--- config.mk ---
export PLATFORM = sky130hd
export DESIGN_NAME = sumsq_accum
export DESIGN_NICKNAME = d
export VERILOG_FILES = /design/src/rtl/sumsq_accum.sv
export SDC_FILE = /design/constraint.sdc
export NUM_CORES = 1
export LEC_CHECK = 0
export ABC_AREA = 1
export CAP_MARGIN = 20
export CORE_MARGIN = 2
export CORE_UTILIZATION = 43
export CTS_CLUSTER_DIAMETER = 60
export DETAILED_ROUTE_END_ITERATION = 10
export MAX_ROUTING_LAYER = met4
export PLACE_DENSITY_LB_ADDON = 0.08
export SYNTH_ARGS = -nofsm -noshare
export SYNTH_HDL_FRONTEND = slang
export SYNTH_SLANG_ARGS = --single-unit
--- constraint.sdc ---
create_clock -name clock -period 16.5 [get_ports clock]
set_input_delay 2.475 -clock clock [delete_from_list [all_inputs] [get_ports clock]]
set_output_delay 2.475 -clock clock [all_outputs]
set_load 0.01 [all_outputs]
--- src/rtl/sumsq_accum.sv ---
// Streaming sum-of-squares accumulator feeding the square-root pipeline.
// Three registered stages (input, square, accumulate) plus a registered result
// stage, giving a fixed three-clock latency from the closing sample to data_valid.
// One sample per clock with no stalls; frames may be back to back.
module sumsq_accum #(
  parameter int unsigned SAMPLE_W = 16,
  parameter int unsigned MAX_LEN  = 1024,
  parameter int unsigned CNT_W    = 11
) (
  input  logic                       clock,
  input  logic                       reset,
  input  logic signed [SAMPLE_W-1:0] sample_in,
  input  logic                       sample_valid,
  input  logic                       sample_last,
  output logic [31:0]                data_out,
  output logic                       data_valid,
  output logic                       sat_flag,
  output logic                       frame_err,
  output logic [CNT_W-1:0]           sample_count
);

  typedef enum logic [0:0] {StIdle, StAccum} state_e;

  localparam logic [CNT_W-1:0] MaxCnt = CNT_W'(MAX_LEN);

  // Stage 1 registers
  logic signed [SAMPLE_W-1:0] s1_sample_q;
  logic                       s1_valid_q, s1_last_q;

  // Stage 2 registers
  logic [31:0] s2_sq_q, s2_sq_d;
  logic        s2_valid_q, s2_last_q;
  logic signed [2*SAMPLE_W-1:0] sq_full;

  // Stage 3 (accumulator) state
  state_e           state_q;
  logic [31:0]      acc_q, acc_d;
  logic [CNT_W-1:0] cnt_q, cnt_d;
  logic             sat_q, sat_d;
  logic             err_q;
  logic             close_q;

  // Result registers
  logic [31:0]      data_q;
  logic             valid_q, sat_out_q, err_out_q;
  logic [CNT_W-1:0] cnt_out_q;

  // Stage-3 combinational helpers
  logic        first;
  logic [31:0] acc_base;
  logic [32:0] sum33;
  logic        sat_now;
  logic        close;

  // Stage 1: register raw inputs; last is meaningless without valid
  always_ff @(posedge clock or negedge reset) begin
    if (!reset) begin
      s1_sample_q <= '0;
      s1_valid_q  <= 1'b0;
      s1_last_q   <= 1'b0;
    end else begin
      s1_sample_q <= sample_in;
      s1_valid_q  <= sample_valid;
      s1_last_q   <= sample_valid & sample_last;
    end
  end

  // Square is never negative, so zero/sign extension to 32 bits is equivalent
  always_comb begin
    sq_full = s1_sample_q * s1_sample_q;
    s2_sq_d = 32'(sq_full);
  end

  // Stage 2: register the square alongside its control bits
  always_ff @(posedge clock or negedge reset) begin
    if (!reset) begin
      s2_sq_q    <= '0;
      s2_valid_q <= 1'b0;
      s2_last_q  <= 1'b0;
    end else begin
      s2_sq_q    <= s2_sq_d;
      s2_valid_q <= s1_valid_q;
      s2_last_q  <= s1_last_q;
    end
  end

  // Stage 3 next-state: saturating add, counter and close decision
  always_comb begin
    first    = (state_q == StIdle);
    // The opening sample restarts from zero, so no clear cycle is needed
    acc_base = first ? 32'd0 : acc_q;
    sum33    = {1'b0, acc_base} + {1'b0, s2_sq_q};
    sat_now  = sum33[32] || (acc_base == 32'hFFFF_FFFF);
    acc_d    = sat_now ? 32'hFFFF_FFFF : sum33[31:0];
    sat_d    = (first ? 1'b0 : sat_q) | sat_now;
    cnt_d    = first ? CNT_W'(1) : cnt_q + CNT_W'(1);
    close    = s2_last_q || (cnt_d == MaxCnt);
  end

  // Stage 3 frame FSM and accumulator; gaps hold all frame state
  always_ff @(posedge clock or negedge reset) begin
    if (!reset) begin
      state_q <= StIdle;
      acc_q   <= '0;
      cnt_q   <= '0;
      sat_q   <= 1'b0;
      err_q   <= 1'b0;
      close_q <= 1'b0;
    end else if (s2_valid_q) begin
      acc_q   <= acc_d;
      cnt_q   <= cnt_d;
      sat_q   <= sat_d;
      err_q   <= close && !s2_last_q;
      close_q <= close;
      state_q <= close ? StIdle : StAccum;
    end else begin
      close_q <= 1'b0;
    end
  end

  // Result stage: capture the closed frame one clock after it closes; a new
  // frame may overwrite the accumulator on this same edge without harm
  always_ff @(posedge clock or negedge reset) begin
    if (!reset) begin
      data_q    <= '0;
      valid_q   <= 1'b0;
      sat_out_q <= 1'b0;
      err_out_q <= 1'b0;
      cnt_out_q <= '0;
    end else begin
      valid_q <= close_q;
      if (close_q) begin
        data_q    <= acc_q;
        sat_out_q <= sat_q;
        err_out_q <= err_q;
        cnt_out_q <= cnt_q;
      end
    end
  end

  assign data_out     = data_q;
  assign data_valid   = valid_q;
  assign sat_flag     = sat_out_q;
  assign frame_err    = err_out_q;
  assign sample_count = cnt_out_q;

endmodule

* Yosys cells after proc, flatten, opt, wreduce, memory -nomap -nowiden
Index checks and enable logic that the tools add are counted.
Word-level totals: register bits after elaboration 145, output and inout bits 46
Cells by class: add/subtract/negate cells 2, multipliers 1, equal/unequal tests 2, mux-type cells 6, bitwise operators 2, reduce and logical (&&, ||, !) cells 4
Operators by type and width (number):
- two-way mux 32 bit | 2
- adder 32 x 32 -> 33 bit | 1
- == test 32 bit (second input constant) | 1
- multiplier 16 x 16 -> 32 bit | 1
- adder 11 x 1 -> 11 bit (second input constant) | 1
- == test 11 bit (second input constant) | 1
- two-way mux 11 bit | 1
- two-way mux 1 bit | 3
- logical OR 1 bit | 2
- bitwise AND 1 bit | 1
- logical AND 1 bit | 1
- logical NOT 1 bit | 1
- bitwise OR 1 bit | 1

* Longest topological paths before layout
Gate-level depths: netlist of run 1.
word-level depth 5, mapped depth 26

* Worst setup path before layout of run 1
Ideal clock, no wire load.
path type flip-flop to flip-flop, from register s1_sample_q[15], to register s2_sq_q[30], setup time 0.116 ns, arrival time 5.485 ns, required time 16.384 ns, setup slack 10.898 ns, cell stages (with the launch flop) 22, path buffers 2, clock period less this slack 5.602 ns, cell sequence dfrtp_1 -> clkbuf_1 -> clkbuf_1 -> nand2_1 -> fa_1 -> inv_1 -> fa_1 -> fa_1 -> fa_1 -> inv_1 -> fa_1 -> fa_1 -> inv_1 -> ha_1 -> inv_1 -> nor3_1 -> inv_1 -> nor2_1 -> and3_1 -> nand2_1 -> nand3_1 -> nand2_1
Between the ends: cells in the longest elaborated chain, start to end 1
RTL lines:
- start, declared | RTL line 27 | logic signed [SAMPLE_W-1:0] s1_sample_q;
- start signal, assigned | RTL line 62 | s1_sample_q <= sample_in;
- multiplier 16 x 16 -> 32 bit | RTL line 70 | sq_full = s1_sample_q * s1_sample_q;
- net s2_sq_d[30] | RTL line 31 | logic [31:0] s2_sq_q, s2_sq_d;
- end signal, assigned | RTL line 81 | s2_sq_q <= s2_sq_d;
- end, declared | RTL line 31
The timed path passes the listed nets, and every way through them passes these cells. A chain may end at the register's enable or synchronous reset.

* Worst setup path in the final report of run 1
from register s1_sample_q[15], to register s2_sq_q[31]
The elaborated chain is that of the path after synthesis.

==> results of run 1 <==
-- registers in the layout, indices dropped and copies added, names as in the netlist, 11 cells and up --
| signal | cells |
|---|---|
| acc_q | 32 |
| cnt_q | 11 |
| data_out | 32 |
| s1_sample_q | 16 |
| s2_sq_q | 31 |
| sample_count | 11 |
-- per-layer routing --
layer / up-vias / share of wire, %
met2: 164 / 49
met4: 0 / 1.8
met1: 6408 / 47
li1: 6611 / -
met3: 41 / 2.4
met5: - / 0
-- worst reg2reg max path: cells and delay by family, from the launching register on --
kind | cells | cell delay [ns]
xor+xnor | 1 | 0.10
compound gates | 5 | 1.22
simple gates | 4 | 0.55
flops | 1 | 0.86
buf+inv | 3 | 0.61
fa+ha+maj | 7 | 2.89
-- through the flow --
| step | setup WS [ns] | hold WS [ns] |
|---|---|---|
| after global routing | 9.72 | 0.357 |
| after detailed placement | 10.16 | 0.338 |
| final | 10.17 | 0.352 |
| after CTS | 10.14 | 0.355 |
| after global placement | 10.34 | 0.339 |
| after floorplan | 10.90 | 0.331 |
-- synthesized netlist by cell type (4+ instances only) --
master / n / area, um^2
sky130_fd_sc_hd__clkbuf_1: 45 / 169
sky130_fd_sc_hd__o21ai_0: 31 / 155
sky130_fd_sc_hd__nor2_1: 196 / 736
sky130_fd_sc_hd__xnor2_1: 22 / 193
sky130_fd_sc_hd__nand4_1: 25 / 156
sky130_fd_sc_hd__xor2_1: 33 / 289
sky130_fd_sc_hd__ha_1: 124 / 1550
sky130_fd_sc_hd__nor3_1: 16 / 80.1
sky130_fd_sc_hd__mux2_2: 37 / 417
sky130_fd_sc_hd__o21bai_1: 13 / 97.6
sky130_fd_sc_hd__a21o_1: 4 / 30.0
sky130_fd_sc_hd__nand2_1: 523 / 1960
sky130_fd_sc_hd__nor2_2: 5 / 31.3
sky130_fd_sc_hd__inv_1: 567 / 2130
sky130_fd_sc_hd__dfrtp_1: 144 / 3600
sky130_fd_sc_hd__a21oi_4: 10 / 163
sky130_fd_sc_hd__a21oi_1: 73 / 365
sky130_fd_sc_hd__inv_2: 4 / 15.0
sky130_fd_sc_hd__nand2_2: 7 / 43.8
sky130_fd_sc_hd__and2_1: 6 / 37.5
sky130_fd_sc_hd__fa_1: 233 / 4660
sky130_fd_sc_hd__nand3_1: 60 / 300
-- cell families after synthesis --
kind of cell / Yosys count
AO/OA/AOI/OAI: 143
buffers and inverters: 625
adder cells (fa/ha/maj): 357
flip-flops: 144
AND/OR/NAND/NOR: 851
multiplexers: 37
XOR/XNOR: 55
-- layout make-up --
type                    instances  area share, %
diodes                          1         0.0130
inverters                     574           11.2
repair buffers                 71           3.70
well taps                     525           3.42
clock buffers                  19           2.31
clock inverters                13          0.672
multi-input cells            1443           59.9
flip-flops and latches        144           18.8
-- worst paths after layout --
path | start | to | slack (ns) | depth (start not counted)
min in group asynchronous | reset | acc_q[7]$_DFFE_PN0P_ | 2.10 | 1
hold reg to reg | s1_last_q$_DFF_PN0_ | s2_last_q$_DFF_PN0_ | 0.35 | 0
setup / recovery | s1_sample_q[15]$_DFF_PN0_ | s2_sq_q[31]$_DFF_PN0_ | 10.17 | 20
hold / removal | s1_last_q$_DFF_PN0_ | s2_last_q$_DFF_PN0_ | 0.35 | 0
max in group asynchronous | reset | close_q$_DFF_PN0_ | 13.00 | 2
setup reg to reg | s1_sample_q[15]$_DFF_PN0_ | s2_sq_q[31]$_DFF_PN0_ | 10.17 | 20
==> results.txt, run 1 <==
* TritonCTS clock tree: done
* Cell chosen for the clock root: sky130_fd_sc_hd__clkbuf_16
- In this run, CTS created clock tree buffers numbering 17.
- The clock passes through at most 2 buffers.
- The number of buffers and inverters on the critical path is 3.
- Counting flops with a built-in enable in the synthesized netlist gives 0.
- Largest family of logic cells by synthesized area: adder cells
- Hold repair after CTS inserted 0 buffers.
- On the critical path, the stage with the largest delay is an instance of sky130_fd_sc_hd__dfrtp_1.
- Antenna violations before repair: 1
- Share of cell area taken by muxes after synthesis: 2.38%
- Die span in y: 206 um
- Cts repair resizes: 0
- The worst setup path is launched from a flop.
* Final worst path period share: 38.4%
- Of the total synthesized cell area, the portion taken by AND, OR, NAND and NOR gates is approximately 20%.
- Proportion of synthesized flip-flops having asynchronous set or reset: 100%
- The total area inside the core boundary comes to 0.0399 mm^2.
- Global routing used 39.0% of the available met2 tracks.
* Residual antenna-violating net count after detailed routing: 0
- Across the run, the number of max-cap violations was 0.
- Die outline width: 206 um
* Clock H-tree levels: 4
- Cell area after synthesis: 0.0175 mm^2
* Clk Latency, worst-skew pair: 0.47 ns
- Maximum single-stage delay on the critical path: between 0.8 and 0.9 ns
* Number of storage elements in the synthesis netlist: about 140
- The synthesized netlist devotes 5.18% of its cell area to compound gates.
- In the final layout, the multi-input gates occupy 0.0115 mm^2.
* Largest driver fanout on the critical path: 24
- By startpoint and endpoint, the worst setup path is classified as reg2reg.
- Global routing used between 20% and 30% of the available tracks across all layers.
- The routed layout has 13,224 vias.
- CTS sink count: roughly 140
- GR peak layer: met2
* Mean cell area of the mapped netlist: 7.90 um^2
- Final critical delay including setup and external delays: ~6.3 ns
- The placed instances occupy a cell area of 0.0186 mm^2.
- The first detailed-routing pass ran for 5 iterations.
- Total Die Area: around 0.042 mm^2
* P&R area growth vs syn: 9.76%
- Sum of overflow across all layers after global routing: 0
- Synth warn: 0
- Category of the worst setup path capture point: flop
- Adder-cell share of the synthesized area: between 30 and 40%
- The final count of pins violating max slew was 0.
- Sequential cell area: 0.00360 mm^2
- Layout Cells excl Fill: 2,790
* Maximum number of pins on one net before global-route repair: 83
* Count of placed standard cells including taps: 2,756
- Once layout is done, the placed cells without fillers occupy 0.0192 mm^2.
- Most used cells in the layout excluding fill and tap cells: 567 x sky130_fd_sc_hd__inv_1, 523 x sky130_fd_sc_hd__nand2_1, 233 x sky130_fd_sc_hd__fa_1, 196 x sky130_fd_sc_hd__nor2_1, 143 x sky130_fd_sc_hd__dfrtp_1
* Total Nets Final: 2,628
- The final layout contains routed wiring with a total length of 43,600 um.
- In the global route stage, met1 resource usage came out at 28.9%.
- Data on the critical path is required at its endpoint by 16.85 ns.
- Setup repair after global routing left no endpoint under its margin.
- Headroom to the max-slew limit came out at between 40% and 50%.
- Fraction of synthesized cell area in xor and xnor cells: around 2.8%
- Critical Path, Cell by Cell: clkinv_1, nor2_1, xnor2_1, ha_1, a31o_2, fa_1, fa_1, fa_1, fa_1, inv_1, fa_1, inv_1, ha_1, a21oi_1, a21boi_0, nor2_1, o21bai_1, nand2_1, o21ai_0, nand2_1
- Sequential share of the synthesized area: about a fifth
* Class of the tightest hold or removal check: reg2reg
* Count of unresolved DRC violations after routing: 0
* Clock skew after layout: 0.0254 ns
- Adding up every negative setup slack in the final design gives 0 ns.
* Final design utilization: between 40 and 50%
* First-pass GRT wire length: a little over 70,000 um
- Global routing usage on met3: 2.99%
- The number of nets in the synthesized netlist is 2,589.
- In this design, the critical path's most frequently occurring cell is sky130_fd_sc_hd__fa_1.
- # Post-CTS Setup Buffers: 0
* Top_reg_cell synth: sky130_fd_sc_hd__dfrtp_1
* Signal arrival time at the worst endpoint: ~6.7 ns
- Count of cell types in the netlist: 43
* Maximum achievable frequency: 158 MHz
- Row generation in the floorplan step produced 73 rows.
- Clock-pin slew was measured on the worst setup and hold paths at 0.08 ns.
- The hold violation count in the final report is 0.
- I/O pin count: 66
- Cell class contributing the biggest share of worst-path delay: adder cells
* Slew at the pin closest to its max-slew limit: 0.847 ns
- Counting the fill cells in the layout gives 4,009.
- Commonest non-fill, non-tap cell in the layout: sky130_fd_sc_hd__inv_1
- Initial cell density of the core: 43.8%
- Buffers placed on the I/O ports in this run total 65.
- In the routed layout, each cell is associated on average with a via count of 4.74.
- Vias in the first global route: between 10,000 and 15,000
- Detailed placement ended at an HPWL of 36,200 um.
* Fraction of layout cells with a size suffix above 1: 5.12%
* DRT iter0 DRCs: 592
- Placer's final routability congestion estimate: 0.935
* Mean routed wirelength per cell: 15.6 um
* Finish-stage setup viols: 0
* Synthesized instance count: 2,212
- Status: finished clean
Power of run 1 is not shown: default switching activity piles up to over one toggle a cycle in this logic, so the estimate is an artifact.
==> run 2, diff against run 1 <==
==> constraint.sdc (replaced) <==
create_clock -name clock -period 5.8 [get_ports clock]
set_input_delay 0.87 -clock clock [delete_from_list [all_inputs] [get_ports clock]]
set_output_delay 0.87 -clock clock [all_outputs]
set_load 0.01 [all_outputs]
==> results.txt, run 2 (synthesized netlist as in run 1, its figures left out) <==
* Status: finished clean
- The worst hold path passes through 0 cells.
* Worst setup slack for register-to-register paths: 0.19 ns
- On the critical path, the stage with the largest delay is an instance of sky130_fd_sc_hd__fa_1.
* Via density per instance: 4.70
* Vias in the first global route: 14,254
- The number of antenna violations at the first check in global routing is 0.
- The die covers 0.0423 mm^2.
- The initialized floorplan defines 73 standard-cell rows.
- Maximum clock path buffer count: 2
- Entering global routing, the biggest net connects a little under 100 pins.
- Finish-stage setup viols: 0
* P&R area growth vs syn: 12.7%
- After layout, the minimum clock period comes to 5.61 ns.
- Gr usage total: 22.8%
* Sum of net half-perimeters after detailed placement: 37,100 um
* Crit Reg-Reg Endpoint: s2_sq_q[22]$_DFF_PN0_
- Startpoint of the lowest-slack register-to-register path: s1_sample_q[13]$_DFF_PN0_
- Startpoint types: flop
- The final route contains 13,307 vias.
- TritonCTS clock tree: done
- The library cells used most frequently in the layout, excluding fill and tap cells, are 567 x sky130_fd_sc_hd__inv_1, 520 x sky130_fd_sc_hd__nand2_1, 230 x sky130_fd_sc_hd__fa_1, 192 x sky130_fd_sc_hd__nor2_1, 135 x sky130_fd_sc_hd__dfrtp_1.
- Maximum single-stage delay on the critical path: 0.54 ns
- In this run, CTS created clock tree buffers numbering 17.
* Clock H-tree levels: 4
- First-pass GRT wire length: 72,500 um
- Among the stages of the critical path, the cell type that occurs most often is sky130_fd_sc_hd__fa_1.
* Sum of overflow across all layers after global routing: 0
- Iteration count of the initial detailed-routing pass: 5
- Maximum achievable frequency: 178 MHz
- The final count of pins violating max slew is 0.
- During I/O placement, the number of pins put on the boundary was 66.
- Signal arrival time at the worst endpoint: approximately 6 ns
- Placer's final routability congestion estimate: 0.941
- After detailed routing, the number of remaining DRC violations is 0.
- In this run the clock root is driven by a sky130_fd_sc_hd__clkbuf_16.
* Cell class contributing the biggest share of worst-path delay: adder cells
- On the final layout, the worst hold slack is 0.349 ns.
- After the last flow step, the layout net total stands at 2,673.
* Bufs and invs on worst path: 5
- The filler cells instantiated in the layout total 3,984.
- Between clock sinks in the finished design, the worst skew comes to 0.0214 ns.
- The path with the worst hold slack has its endpoint at s2_valid_q$_DFF_PN0_.
- The hold violation count in the final report was 0.
- In this run the tool buffered the top-level ports with between 60 and 70 buffer cells.
- The clock net in this run drives a total of 144 sinks.
- For this configuration, the core starts out at a cell density of 43.8%.
- Measured along the x axis, the die boundary spans 206 um.
- Maxcap violations: 0
* Core Footprint: 0.0399 mm^2
- Final routed wirelength across all metal layers: 43,500 um
* Max-slew headroom at the worst pin: around 40%
- Critical Path, Cell by Cell: nand2_1, inv_1, fa_1, inv_1, fa_1, fa_1, inv_1, fa_1, fa_1, inv_1, fa_1, inv_1, ha_1, a21oi_1, o21ai_0, a21oi_2, nand2_1, a21oi_1, xnor2_1
* Data required time of the worst path: between 6 and 7 ns
* Layout Cells excl Fill: between 2,000 and 3,000
* Die span in y: 206 um
- After clock tree synthesis, the clock-pin slew on the worst setup and hold paths is about 0.070 ns.
- Once detail routing completed, the nets flagged for antenna violations numbered 0.
* Largest driver fanout on the critical path: 6
- Class of the most critical setup path: reg2reg
- In this run, the number of DRC markers left after iteration 0 of detailed routing was 521.
- Number of inserted diodes: 0
- The worst register-to-register path has a depth of 19.
* Hold Crit Start: s1_valid_q$_DFF_PN0_
- Final worst path period share: between 90 and 100%
* Class of the tightest hold or removal check: reg2reg
- Clk Latency, worst-skew pair: 0.47 ns
- The most critical setup path has its startpoint at s1_sample_q[13]$_DFF_PN0_.
- In this run, placement finished with an instance count of 2,797.
- Mean routed wirelength per cell: 15.4 um
- Slew at the pin closest to its max-slew limit: 0.912 ns
* Category of the worst setup path capture point: flop
- The library cell used most frequently in the layout, excluding fill and tap cells, is sky130_fd_sc_hd__inv_1.
- Fraction of layout cells with a size suffix above 1: 8.32%
## run 2: cell types whose count changed in the layout (fill, tap and decap cells not counted), moves of 4 or more
| cell | change |
|---|---|
| sky130_fd_sc_hd__dfrtp_1 | -8 |
| sky130_fd_sc_hd__a21oi_1 | -5 |
| sky130_fd_sc_hd__a21oi_2 | +4 |
| sky130_fd_sc_hd__nor2_1 | -4 |
| sky130_fd_sc_hd__ha_1 | -5 |
| sky130_fd_sc_hd__dfrtp_2 | +8 |
| sky130_fd_sc_hd__buf_4 | +43 |
## run 2: layout make-up
type                       count  area (um^2)  area share, %
multi-input combinational   1443        11600           59.0
sequential                   144         3610           18.4
inverter                     574         2150           10.9
timing repair buffer         116         1060           5.40
tap                          525          657           3.34
clock buffer                  23          478           2.43
clock inverter                 8          106          0.540
## run 2: worst max-delay path by stage
stage / to / slack (ns) / cells after the start
4_1_cts: s2_sq_q[20]$_DFF_PN0_ / 0.02 / 20
3_5_place_dp: s2_sq_q[25]$_DFF_PN0_ / -0.01 / 17
2_1_floorplan: s2_sq_q[30]$_DFF_PN0_ / 0.20 / 21
3_3_place_gp: s2_sq_q[22]$_DFF_PN0_ / -0.11 / 17
6_report: s2_sq_q[22]$_DFF_PN0_ / 0.19 / 19
5_1_grt: s2_sq_q[30]$_DFF_PN0_ / -0.004 / 22
## run 2: metal layers
layer	part of all wire [%]	vias to the layer above	track usage, %
met4	2.1	0	6.27
met5	0	-	-
met2	50	163	39.3
li1	-	6699	-
met1	46	6394	28.3
met3	2.3	51	2.83
## run 2: stage by stage
step | util [%] | setup TNS, ns | cell area [um^2] | setup WS (ns)
floorplan | - | 0 | 17500 | 0.198
global placement | 47.3 | -0.168 | 18900 | -0.110
detailed placement | 47.3 | -0.0206 | 18900 | -0.0143
CTS | 48.8 | 0 | 19500 | 0.0156
global route | 49.3 | -0.00505 | 19700 | -0.00362
finish | 49.3 | 0 | 19700 | 0.190
## run 2: what timing repair did
item,in CTS,in global routing
hold buffers,0,0
resized for setup,3,38
endpoints found under the setup margin,4,15
pin swaps,0,5
setup buffers,0,4
Power of run 2 is left out for the same reason.
